`src/rtl/fastserial_device_pkg.sv`:
```
// Shared constants and state encodings for the fastserial device slice.
package fastserial_device_pkg;

    localparam int FS_DATA_BITS   = 8;
    localparam int FS_FRAME_BITS  = 10;
    localparam int FS_MIN_DIVIDER = 4;

    typedef enum logic [1:0] {
        R_IDLE = 2'd0,
        R_DATA = 2'd1,
        R_SRC  = 2'd2
    } rx_state_t;

    typedef enum logic [2:0] {
        T_IDLE  = 3'd0,
        T_WAIT  = 3'd1,
        T_START = 3'd2,
        T_DATA  = 3'd3,
        T_SRC   = 3'd4
    } tx_state_t;

endpackage

```
`src/rtl/fastserial_device_if.sv`:
```
// Serial pins plus the byte-level RX/TX handshakes of the fastserial device.
interface fastserial_device_if;
    logic       i_fsclk;
    logic       i_fsdi;
    logic       o_fsdo;
    logic       o_fscts;
    logic [7:0] o_rx_data;
    logic       o_rx_src;
    logic       o_rx_valid;
    logic       i_rx_ready;
    logic       o_rx_overrun;
    logic [7:0] i_tx_data;
    logic       i_tx_valid;
    logic       o_tx_ready;

    modport slave (
        input  i_fsclk, i_fsdi, i_rx_ready, i_tx_data, i_tx_valid,
        output o_fsdo, o_fscts, o_rx_data, o_rx_src, o_rx_valid, o_rx_overrun, o_tx_ready
    );

    modport master (
        output i_fsclk, i_fsdi, i_rx_ready, i_tx_data, i_tx_valid,
        input  o_fsdo, o_fscts, o_rx_data, o_rx_src, o_rx_valid, o_rx_overrun, o_tx_ready
    );
endinterface

```
`src/rtl/fs_byte_fifo.sv`:
```
// First-word-fall-through FIFO holding {src, byte} entries with a registered count.
module fs_byte_fifo #(
    parameter int DEPTH = 4,
    parameter int WIDTH = 9
) (
    input  logic                       clk,
    input  logic                       rst,
    input  logic                       push,
    input  logic [WIDTH-1:0]           push_data,
    input  logic                       pop,
    output logic [WIDTH-1:0]           head,
    output logic [$clog2(DEPTH):0]     count,
    output logic                       full,
    output logic                       empty
);
    localparam int AW = $clog2(DEPTH);

    logic [WIDTH-1:0] mem_r [DEPTH];
    logic [AW-1:0]    wr_ptr_r;
    logic [AW-1:0]    rd_ptr_r;
    logic [AW:0]      count_r;
    logic             push_ok_s;
    logic             pop_ok_s;

    // A push while full fails even if a pop happens in the same cycle.
    assign full      = (count_r == (AW+1)'(DEPTH));
    assign empty     = (count_r == (AW+1)'(0));
    assign push_ok_s = push & ~full;
    assign pop_ok_s  = pop & ~empty;
    assign count     = count_r;
    assign head      = empty ? {WIDTH{1'b0}} : mem_r[rd_ptr_r];

    // Storage array, written only on an accepted push.
    always_ff @(posedge clk) begin
        if (push_ok_s) begin
            mem_r[wr_ptr_r] <= push_data;
        end
    end

    // Pointer and occupancy bookkeeping.
    always_ff @(posedge clk or posedge rst) begin
        if (rst) begin
            wr_ptr_r <= {AW{1'b0}};
            rd_ptr_r <= {AW{1'b0}};
            count_r  <= {(AW+1){1'b0}};
        end else begin
            if (push_ok_s) begin
                wr_ptr_r <= wr_ptr_r + AW'(1);
            end
            if (pop_ok_s) begin
                rd_ptr_r <= rd_ptr_r + AW'(1);
            end
            case ({push_ok_s, pop_ok_s})
                2'b10:   count_r <= count_r + (AW+1)'(1);
                2'b01:   count_r <= count_r - (AW+1)'(1);
                default: count_r <= count_r;
            endcase
        end
    end
endmodule

```
`src/rtl/fastserial_device.sv`:
```
// Fastserial device endpoint: synchronised serial RX into a byte FIFO and an
// independent serial TX, both clocked by edges of the host-driven fsclk.
module fastserial_device
    import fastserial_device_pkg::*;
#(
    parameter int   RX_DEPTH = 4,
    parameter logic TX_SRC   = 1'b0
) (
    input logic                wb_clk,
    input logic                wb_rst,
    fastserial_device_if.slave fs
);
    localparam int AW = $clog2(RX_DEPTH);

    logic                    fsclk_s1_r, fsclk_s2_r, fsclk_s3_r;
    logic                    fsdi_s1_r, fsdi_s2_r;
    logic                    fs_rise_s, fs_fall_s;
    rx_state_t               rx_state_r;
    logic [2:0]              rx_cnt_r;
    logic [FS_DATA_BITS-1:0] rx_shift_r;
    logic                    rx_push_s, rx_pop_s, rx_busy_s;
    logic [FS_DATA_BITS:0]   rx_head_s;
    logic [AW:0]             rx_count_s, rx_cts_sum_s;
    logic                    rx_full_s, rx_empty_s;
    logic                    overrun_r, fscts_r;
    tx_state_t               tx_state_r;
    logic [3:0]              tx_cnt_r;
    logic [FS_DATA_BITS-1:0] tx_shift_r;
    logic                    fsdo_r, tx_ready_r;

    // Two-flop synchronisers of equal depth keep fsdi aligned with the fsclk edge.
    always_ff @(posedge wb_clk or posedge wb_rst) begin
        if (wb_rst) begin
            fsclk_s1_r <= 1'b0;
            fsclk_s2_r <= 1'b0;
            fsclk_s3_r <= 1'b0;
            fsdi_s1_r  <= 1'b0;
            fsdi_s2_r  <= 1'b0;
        end else begin
            fsclk_s1_r <= fs.i_fsclk;
            fsclk_s2_r <= fsclk_s1_r;
            fsclk_s3_r <= fsclk_s2_r;
            fsdi_s1_r  <= fs.i_fsdi;
            fsdi_s2_r  <= fsdi_s1_r;
        end
    end

    assign fs_rise_s = fsclk_s2_r & ~fsclk_s3_r;
    assign fs_fall_s = ~fsclk_s2_r & fsclk_s3_r;
    assign rx_push_s = (rx_state_r == R_SRC) & fs_rise_s;
    assign rx_busy_s = (rx_state_r != R_IDLE);
    assign rx_pop_s  = fs.i_rx_ready & ~rx_empty_s;

    // RX frame FSM: start bit, eight data bits LSB first, then the source bit.
    always_ff @(posedge wb_clk or posedge wb_rst) begin
        if (wb_rst) begin
            rx_state_r <= R_IDLE;
            rx_cnt_r   <= 3'd0;
            rx_shift_r <= {FS_DATA_BITS{1'b0}};
        end else begin
            case (rx_state_r)
                R_IDLE: begin
                    if (fs_rise_s && !fsdi_s2_r) begin
                        rx_state_r <= R_DATA;
                        rx_cnt_r   <= 3'd0;
                    end
                end
                R_DATA: begin
                    if (fs_rise_s) begin
                        rx_shift_r <= {fsdi_s2_r, rx_shift_r[FS_DATA_BITS-1:1]};
                        rx_cnt_r   <= rx_cnt_r + 3'd1;
                        if (rx_cnt_r == 3'd7) begin
                            rx_state_r <= R_SRC;
                        end
                    end
                end
                R_SRC: begin
                    if (fs_rise_s) begin
                        rx_state_r <= R_IDLE;
                    end
                end
                default: rx_state_r <= R_IDLE;
            endcase
        end
    end

    fs_byte_fifo #(
        .DEPTH (RX_DEPTH),
        .WIDTH (FS_DATA_BITS + 1)
    ) u_fifo (
        .clk       (wb_clk),
        .rst       (wb_rst),
        .push      (rx_push_s),
        .push_data ({fsdi_s2_r, rx_shift_r}),
        .pop       (rx_pop_s),
        .head      (rx_head_s),
        .count     (rx_count_s),
        .full      (rx_full_s),
        .empty     (rx_empty_s)
    );

    // A frame in flight reserves a slot, so CTS drops as soon as it starts.
    assign rx_cts_sum_s = rx_count_s + {{AW{1'b0}}, rx_busy_s};

    // Registered RX status flags.
    always_ff @(posedge wb_clk or posedge wb_rst) begin
        if (wb_rst) begin
            overrun_r <= 1'b0;
            fscts_r   <= 1'b0;
        end else begin
            overrun_r <= rx_push_s & rx_full_s;
            fscts_r   <= (rx_cts_sum_s < (AW+1)'(RX_DEPTH));
        end
    end

    // TX frame FSM: each detected fall emits the next bit; ready only when idle.
    always_ff @(posedge wb_clk or posedge wb_rst) begin
        if (wb_rst) begin
            tx_state_r <= T_IDLE;
            tx_cnt_r   <= 4'd0;
            tx_shift_r <= {FS_DATA_BITS{1'b0}};
            fsdo_r     <= 1'b1;
            tx_ready_r <= 1'b0;
        end else begin
            case (tx_state_r)
                T_IDLE: begin
                    fsdo_r <= 1'b1;
                    if (fs.i_tx_valid && tx_ready_r) begin
                        tx_shift_r <= fs.i_tx_data;
                        tx_state_r <= T_WAIT;
                        tx_ready_r <= 1'b0;
                    end else begin
                        tx_ready_r <= 1'b1;
                    end
                end
                T_WAIT: begin
                    if (fs_fall_s) begin
                        fsdo_r     <= 1'b0;
                        tx_state_r <= T_START;
                    end
                end
                T_START: begin
                    if (fs_fall_s) begin
                        fsdo_r     <= tx_shift_r[0];
                        tx_shift_r <= {1'b0, tx_shift_r[FS_DATA_BITS-1:1]};
                        tx_cnt_r   <= 4'd1;
                        tx_state_r <= T_DATA;
                    end
                end
                T_DATA: begin
                    if (fs_fall_s) begin
                        if (tx_cnt_r == 4'd8) begin
                            fsdo_r     <= TX_SRC;
                            tx_state_r <= T_SRC;
                        end else begin
                            fsdo_r     <= tx_shift_r[0];
                            tx_shift_r <= {1'b0, tx_shift_r[FS_DATA_BITS-1:1]};
                            tx_cnt_r   <= tx_cnt_r + 4'd1;
                        end
                    end
                end
                T_SRC: begin
                    if (fs_fall_s) begin
                        fsdo_r     <= 1'b1;
                        tx_state_r <= T_IDLE;
                        tx_ready_r <= 1'b1;
                    end
                end
                default: begin
                    fsdo_r     <= 1'b1;
                    tx_state_r <= T_IDLE;
                    tx_ready_r <= 1'b0;
                end
            endcase
        end
    end

    assign fs.o_fsdo       = fsdo_r;
    assign fs.o_fscts      = fscts_r;
    assign fs.o_rx_data    = rx_head_s[FS_DATA_BITS-1:0];
    assign fs.o_rx_src     = rx_head_s[FS_DATA_BITS];
    assign fs.o_rx_valid   = ~rx_empty_s;
    assign fs.o_rx_overrun = overrun_r;
    assign fs.o_tx_ready   = tx_ready_r;
endmodule

```
`src/flat_wrapper.sv`:
```
// flat-port wrapper written by rule: the top's interface ports become plain ports
module fastserial_device_flat import fastserial_device_pkg::*;
#(
    parameter int   RX_DEPTH = 4,
    parameter logic TX_SRC   = 1'b0
)
  (wb_clk, wb_rst, fs_i_fsclk, fs_i_fsdi, fs_i_rx_ready, fs_i_tx_data, fs_i_tx_valid, fs_o_fsdo, fs_o_fscts, fs_o_rx_data, fs_o_rx_src, fs_o_rx_valid, fs_o_rx_overrun, fs_o_tx_ready);
  fastserial_device_if fs_i ();
  input logic wb_clk;
  input logic wb_rst;
  input wire logic [$bits(fs_i.i_fsclk)-1:0] fs_i_fsclk;
  input wire logic [$bits(fs_i.i_fsdi)-1:0] fs_i_fsdi;
  input wire logic [$bits(fs_i.i_rx_ready)-1:0] fs_i_rx_ready;
  input wire logic [$bits(fs_i.i_tx_data)-1:0] fs_i_tx_data;
  input wire logic [$bits(fs_i.i_tx_valid)-1:0] fs_i_tx_valid;
  output wire logic [$bits(fs_i.o_fsdo)-1:0] fs_o_fsdo;
  output wire logic [$bits(fs_i.o_fscts)-1:0] fs_o_fscts;
  output wire logic [$bits(fs_i.o_rx_data)-1:0] fs_o_rx_data;
  output wire logic [$bits(fs_i.o_rx_src)-1:0] fs_o_rx_src;
  output wire logic [$bits(fs_i.o_rx_valid)-1:0] fs_o_rx_valid;
  output wire logic [$bits(fs_i.o_rx_overrun)-1:0] fs_o_rx_overrun;
  output wire logic [$bits(fs_i.o_tx_ready)-1:0] fs_o_tx_ready;
  assign fs_i.i_fsclk = fs_i_fsclk;
  assign fs_i.i_fsdi = fs_i_fsdi;
  assign fs_i.i_rx_ready = fs_i_rx_ready;
  assign fs_i.i_tx_data = fs_i_tx_data;
  assign fs_i.i_tx_valid = fs_i_tx_valid;
  assign fs_o_fsdo = fs_i.o_fsdo;
  assign fs_o_fscts = fs_i.o_fscts;
  assign fs_o_rx_data = fs_i.o_rx_data;
  assign fs_o_rx_src = fs_i.o_rx_src;
  assign fs_o_rx_valid = fs_i.o_rx_valid;
  assign fs_o_rx_overrun = fs_i.o_rx_overrun;
  assign fs_o_tx_ready = fs_i.o_tx_ready;
  fastserial_device #(.RX_DEPTH(RX_DEPTH), .TX_SRC(TX_SRC)) u_core (.wb_clk(wb_clk), .wb_rst(wb_rst), .fs(fs_i));
endmodule
```
`config.mk`:
```
export PLATFORM = sky130hd
export DESIGN_NAME = fastserial_device_flat
export DESIGN_NICKNAME = d
export VERILOG_FILES = /design/src/rtl/fastserial_device_pkg.sv /design/src/rtl/fastserial_device_if.sv /design/src/rtl/fs_byte_fifo.sv /design/src/rtl/fastserial_device.sv /design/src/flat_wrapper.sv
export SDC_FILE = /design/constraint.sdc
export NUM_CORES = 1
export LEC_CHECK = 0
export ABC_AREA = 1
export BUFFER_PORTS_ARGS = -buffer_cell sky130_fd_sc_hd__buf_4
export CAP_MARGIN = 20
export CORE_UTILIZATION = 35
export CTS_CLUSTER_DIAMETER = 120
export DETAILED_ROUTE_END_ITERATION = 12
export GPL_ROUTABILITY_DRIVEN = 0
export PLACE_DENSITY_LB_ADDON = 0.05
export SYNTH_ARGS = -nofsm -noshare
export SYNTH_HDL_FRONTEND = slang
export SYNTH_SLANG_ARGS = --single-unit
```
`constraint.sdc`:
```
create_clock -name wb_clk -period 3.8 [get_ports wb_clk]
set_input_delay 0.57 -clock wb_clk [delete_from_list [all_inputs] [get_ports wb_clk]]
set_output_delay 0.57 -clock wb_clk [all_outputs]
set_load 0.02 [all_outputs]
```
=== After elaboration in Yosys (flattened, before gate mapping) ===
Memories as Yosys holds them, arrays and structs flattened.
Index checks and enable logic that the tools add are counted.

* Register bits: 44
* Input bits: 14
* Word-level logic and storage cells: 117
* Memory bits (writable): 36
* Memories kept: 1
* Output and inout bits: 14

* Bitwise gates (word level): 12
* Mux-type cells: 36
* Order comparisons: 1
* Add/subtract/negate cells: 7
* Reductions and logical operators: 20
* Eq/ne operators: 22

{| class="wikitable"
|+ Memories
! name !! words !! width !! read ports !! clocked after memory_dff !! write ports !! RTL line !! text
|-
| u_core.u_fifo.mem_r || 4 || 9 || 1 || 0 || 1 || fs_byte_fifo.sv:18 || <nowiki>logic [WIDTH-1:0] mem_r [DEPTH];</nowiki>
|}

{| class="wikitable"
|+ Operators with widths
! operator !! count
|-
| $mux W8 || 4
|-
| $mux W3 || 8
|-
| $pmux W8 S3 || 1
|-
| $ne A2 B1 Y1 const B || 10
|-
| $pmux W3 S5 || 1
|-
| $mux W4 || 3
|-
| $pmux W3 S2 || 2
|-
| $reduce_and A4 Y1 || 3
|-
| $eq A3 B3 Y1 const B || 3
|-
| $mux W9 || 1
|-
| $mux W1 || 8
|-
| $mux W2 || 4
|-
| $pmux W4 S2 || 1
|-
| $reduce_bool A2 Y1 || 4
|-
| $and A1 B1 Y1 || 7
|-
| $add A3 B1 Y3 const B || 2
|-
| $eq A3 B2 Y1 const B || 2
|-
| $logic_not A3 Y1 || 2
|-
| $pmux W2 S3 || 1
|-
| $reduce_and A6 Y1 || 1
|-
| $not A1 Y1 || 5
|-
| $reduce_and A5 Y1 || 1
|-
| $add A2 B1 Y2 const B || 2
|-
| $add A4 B1 Y4 const B || 1
|-
| 17 further kinds || 21
|}

=== Logic depth before layout (Yosys ltp) ===
* Depth after elaboration: 6
* Depth in mapped cells: 9

=== Cells and area by module ===
A second synthesis with hierarchy kept.

* Cells, all modules: 414
* Area, all modules: 3743.6 µm²

{| class="wikitable"
|+ By module, submodules not included
! module !! area an instance (µm²) !! instances !! cells each
|-
| fs_byte_fifo || 1976.9 || 1 || 199
|-
| fastserial_device || 1766.7 || 1 || 215
|}

=== Least setup slack after synthesis ===
Ideal clock, no wire load.

* Path type: input to register
* From: in fs_i_rx_ready
* To: reg u_core.u_fifo.count_r[2] (netlist: u_core.u_fifo.count[2])
* Setup time: 0.131 ns
* Data arrival time: 1.827 ns
* Required time: 3.669 ns
* Slack: 1.842 ns
* Cell stages on the path: 8
* Buffers on the path: 0
* Cells stage by stage: inv_1 nor2_1 ha_1 inv_1 fa_1 a21oi_1 o21ai_0 xor2_1

* Word-level cells in the longest chain between the ends: 4
* Elaborated cells on any way between the ends: 6
* Classes of those cells: 2 x eq/ne; 1 x mux; 2 x bitwise; 1 x reduce/logical

{| class="wikitable"
|+ RTL lines
! element !! RTL line !! text
|-
| start, declared || flat_wrapper.sv:13 || <nowiki>input wire logic [$bits(fs_i.i_rx_ready)-1:0] fs_i_rx_ready;</nowiki>
|-
| $and A1 B1 Y1 (*) || fastserial_device.sv:52 || <nowiki>assign rx_pop_s = fs.i_rx_ready & ~rx_empty_s;</nowiki>
|-
| $and A1 B1 Y1 (*) || fs_byte_fifo.sv:29 || <nowiki>assign pop_ok_s = pop & ~empty;</nowiki>
|-
| via u_core.u_fifo.pop_ok_s || fs_byte_fifo.sv:23 || <nowiki>logic pop_ok_s;</nowiki>
|-
| $eq A2 B1 Y1 or $eq A2 B2 Y1 (tied branches) || fs_byte_fifo.sv:53 || <nowiki>case ({push_ok_s, pop_ok_s})</nowiki>
|-
| $pmux W3 S2 or $reduce_bool A2 Y1 (tied branches) || - ||
|-
| end signal, assigned || fs_byte_fifo.sv:54 || <nowiki>2'b10: count_r <= count_r + (AW+1)'(1);</nowiki>
|-
| end signal, assigned || fs_byte_fifo.sv:55 || <nowiki>2'b01: count_r <= count_r - (AW+1)'(1);</nowiki>
|-
| end signal, assigned || fs_byte_fifo.sv:56 || <nowiki>default: count_r <= count_r;</nowiki>
|-
| end, declared || fs_byte_fifo.sv:21 || <nowiki>logic [AW:0] count_r;</nowiki>
|}

Mark *: on every way through the listed nets, which the timed path passes. The rest lies on a longest branch.
A chain may end at the register's enable or synchronous reset.

=== Worst setup path in the final report ===
* From: reg u_core.u_fifo.rd_ptr_r[1]
* To: out fs_o_rx_data[6]

* Word-level cells in the longest chain between the ends: 2

{| class="wikitable"
|+ RTL lines
! element !! RTL line !! text
|-
| start, declared || fs_byte_fifo.sv:20 || <nowiki>logic [AW-1:0] rd_ptr_r;</nowiki>
|-
| start signal, assigned || fs_byte_fifo.sv:44 || <nowiki>rd_ptr_r <= {AW{1'b0}};</nowiki>
|-
| start signal, assigned || fs_byte_fifo.sv:51 || <nowiki>rd_ptr_r <= rd_ptr_r + AW'(1);</nowiki>
|-
| $mem_v2 Z4 W9 || - ||
|-
| $mux W9 || fs_byte_fifo.sv:31 || <nowiki>assign head = empty ? {WIDTH{1'b0}} : mem_r[rd_ptr_r];</nowiki>
|-
| end, declared || flat_wrapper.sv:18 || <nowiki>output wire logic [$bits(fs_i.o_rx_data)-1:0] fs_o_rx_data;</nowiki>
|}

No other way between the ends.

==> flow_summary_export.csv <==
group,metric,value,unit
route,wl_per_cell,13.27,um
sta,drv_slew,0,
global_route,grt_max_degree,45,
placement,placed_area,0.003882,mm2
cells_and_area,antenna_cells,0,
route,dr.first_iter.drc_count,74,
yosys,synthXorXnorAreaFrac,1.488,%
sta,setup_tns,0,ps
cells_and_area,final_cell_area,0.004060,mm2
clocking,clock_sinks,80,
die,coreArea,0.009774,mm2
worst_setup_path,crit-reg2reg-launch,"u_core.u_fifo.count[0]",
yosys,synth_common_cells,"96 x nand2_1, 51 x nor2_1, 43 x dfrtp_1, 36 x edfxtp_1, 30 x o21ai_0",
clocking,post_cts_resize_count,0,
clocking,ctsHoldBuffers,0,
sta,rsz0062_at_grt,"no",
sta,period_share,64.40,%
sta,min_period,2447,ps
cells_and_area,multi_input_area,0.001206,mm2
route,dr.max_layer_used,"met4",
route,firstDrtPassIters,4,
yosys,synthAdderAreaFrac,3.756,%
sta,setup_viol,0,
clocking,clockBufferDepth,2,
cells_and_area,area_delta_synth_final,14.99,%
die,die_height,102.4,um
yosys,synthCells,357,
worst_setup_path,cp-start-kind,"register",
power_and_ir_drop,ir_worst_vdd,0.2936,mV
yosys,ys_seq_area_share,61.84,%
die,die_x,102.4,um
yosys,synth_top_cell_by_area,"edfxtp_1",
global_route,antenna_found_initial,0,
yosys,synth_compound_area_share,6.981,%
hold_path,hold_class,"primary input to asynchronous set/reset pin",
yosys,synth-seq-cells,80,
route,ant_nets,0,
yosys,netlist.area_leader.share,30.62,%
route,wl,7018,um
yosys,ys.warnings.count,0,
worst_setup_path,required,3230,ps
clocking,postCtsSetupBuffers,0,
global_route,grt_pass1_vias,2440,
die,ios,28,
route,dr_wl_met2,3364,um
global_route,grt_overflow,0,
worst_setup_path,critPathArrivalTime,1880,ps
sta,tightestPinTransition,990.3,ps
route,drc,0,
yosys,ys_types,29,
worst_setup_path,crit_path_start,"u_core.u_fifo.rd_ptr_r[1]",
sta,maxSlewHeadroom,33.74,%
clocking,cts-buffers-inserted,9,
yosys,synthSimpleGateAreaFrac,21.65,%
die,initial_utilization,36.12,%
sta,worst_slack,1353,ps
power_and_ir_drop,power.density,722.1,mW/mm2
run,drv_cap,0,
sta,whs,102.1,ps
sta,finClkSkew,8.404,ps
global_route,grt_first_pass_wirelength,11870,um
global_route,track_usage,15.18,%
route,via_per_inst,4.692,
clocking,root_buffer,"clkbuf_8",
route,routed-wl-met3,210,um
yosys,synth_edf_count,36,
worst_setup_path,criticalPathCategory,"register to output pin",
cells_and_area,fillers,1003,
worst_setup_path,endpoint_kind,"output pin",
clocking,clk_pin_slew_worst_paths,80,ps
yosys,synth_top_family_by_area,"simple AND/OR/NAND/NOR gates",
sta,fmax,0.4086,GHz
placement,dp.cells,512,
die,dieArea,0.01049,mm2
placement,place_hpwl,4592,um
clocking,clock_latency,340,ps
route,vias,2482,
cells_and_area,stdcell_count,529,
cells_and_area,utilization,41.54,%
die,placementRows,36,
yosys,synthMuxAreaShare,0.2835,%
clocking,htreeDepth,3,
power_and_ir_drop,fin_total_pwr,2.932,mW
yosys,ys.flop_type,"dfrtp_1",
run_status,status,"finished clean",
yosys,synth_most_common_cell,"nand2_1",
yosys,syn_nets,381,
yosys,async_flop_share,55.00,%
placement,io_buffer_count,27,
cells_and_area,register_area,0.002183,mm2
route,wl_met1,3372,um
cells_and_area,nets,415,
sta,hold_viol_final,0,
clocking,cts_tree,"built",
worst_setup_path,path_max_fanout,11,
yosys,synth.area.top_cells,"edfxtp_1 31%, dfrtp_1 30%, nand2_1 10%",
power_and_ir_drop,p_leak,1.820,nW
yosys,syn_area,0.003531,mm2
yosys,avgSynthCellArea,9.890,um2
placement,place_ws,1545,ps
cells_and_area,final_layout_size_suffix_gt1_share,12.88,%
==> flip-flops by register name (all words and copies together), names as in the netlist, 2 cells and up <==
name                    flops
u_core.tx_shift_r           8
u_core.rx_cnt_r             3
u_core.u_fifo.mem_r        36
u_core.tx_cnt_r             4
u_core.u_fifo.rd_ptr_r      2
u_core.u_fifo.wr_ptr_r      2
u_core.tx_state_r           3
u_core.u_fifo.count         3
u_core.rx_shift_r           8
u_core.rx_state_r           2
==> layout by cell type (no fill, tap or decap) <==
cell type | Yosys | layout
nor2_4 | 1 | 1
o21ai_0 | 30 | 30
dfrtp_1 | 43 | 43
xnor2_1 | 1 | 1
o21ai_4 | 1 | 1
mux2i_1 | 1 | 1
nor4_1 | 1 | 1
inv_2 | 1 | 2
nand3b_1 | 1 | 1
fa_1 | 1 | 1
inv_1 | 26 | 25
xor2_1 | 5 | 5
nor3_1 | 2 | 2
clkinv_2 | 0 | 2
clkbuf_8 | 0 | 9
nand3_4 | 2 | 2
ha_1 | 9 | 9
dfstp_2 | 1 | 1
buf_12 | 0 | 1
nand4_2 | 1 | 1
o211ai_1 | 2 | 2
edfxtp_1 | 36 | 36
clkinv_1 | 2 | 3
nand2_2 | 1 | 1
clkbuf_1 | 4 | 3
nand3_1 | 11 | 11
a21oi_1 | 13 | 13
nand4_1 | 11 | 11
buf_4 | 1 | 29
nand2_1 | 96 | 96
clkinv_4 | 0 | 1
nor2_1 | 51 | 51
==> power breakdown <==
part	internal [mW]	switching, mW	total [mW]
registers	1.12	0.168	1.28
logic	0.414	0.703	1.12
clock network	0.235	0.295	0.530
==> layout make-up <==
class / instances / area share [%]
clock buffer: 12 / 3.328
clock inverter: 4 / 0.5547
inverter: 29 / 2.681
multi-input combinational: 241 / 29.71
sequential: 80 / 53.77
tap: 133 / 4.099
timing repair buffer: 30 / 5.855
==> routing by layer <==
metal | global-route usage (%) | vias to the layer above
li1 | - | 1251
met1 | 19.80 | 1189
met2 | 24.77 | 36
met3 | 3.146 | 6
met4 | 5.934 | 0
met5 | 0 | -
==> cell families (layout without fill, tap and decap cells) <==
kind of cell / Yosys count / count (layout)
AOI/OAI and AO/OA: 46 / 46
adders and majority gates: 10 / 10
muxes: 1 / 1
and+or+nand+nor: 178 / 178
DFF: 80 / 80
xor gates and xnor gates: 6 / 6
buffers and inverters: 36 / 75
==> critical path, cell delays in order (launching register included) <==
cell and delay (ps):
dfrtp_1 560, clkinv_1 400, nor2_1 180, o21ai_0 100, a21oi_1 150, buf_4 150
==> final timing paths <==
kind	end	slack [ps]	cells after the start
max in group asynchronous	u_core.rx_shift_r[6]	3260	3
worst min register to register	u_core.fsclk_s2_r	350	0
worst max-delay path	fs_o_rx_data[6]	1350	5
worst min-delay path	u_core.tx_cnt_r[0]	100	2
worst max register to register	u_core.u_fifo.count[2]	1620	9
min in group wb_clk	u_core.fsclk_s1_r	330	1
(Power assumes the default switching activity.)
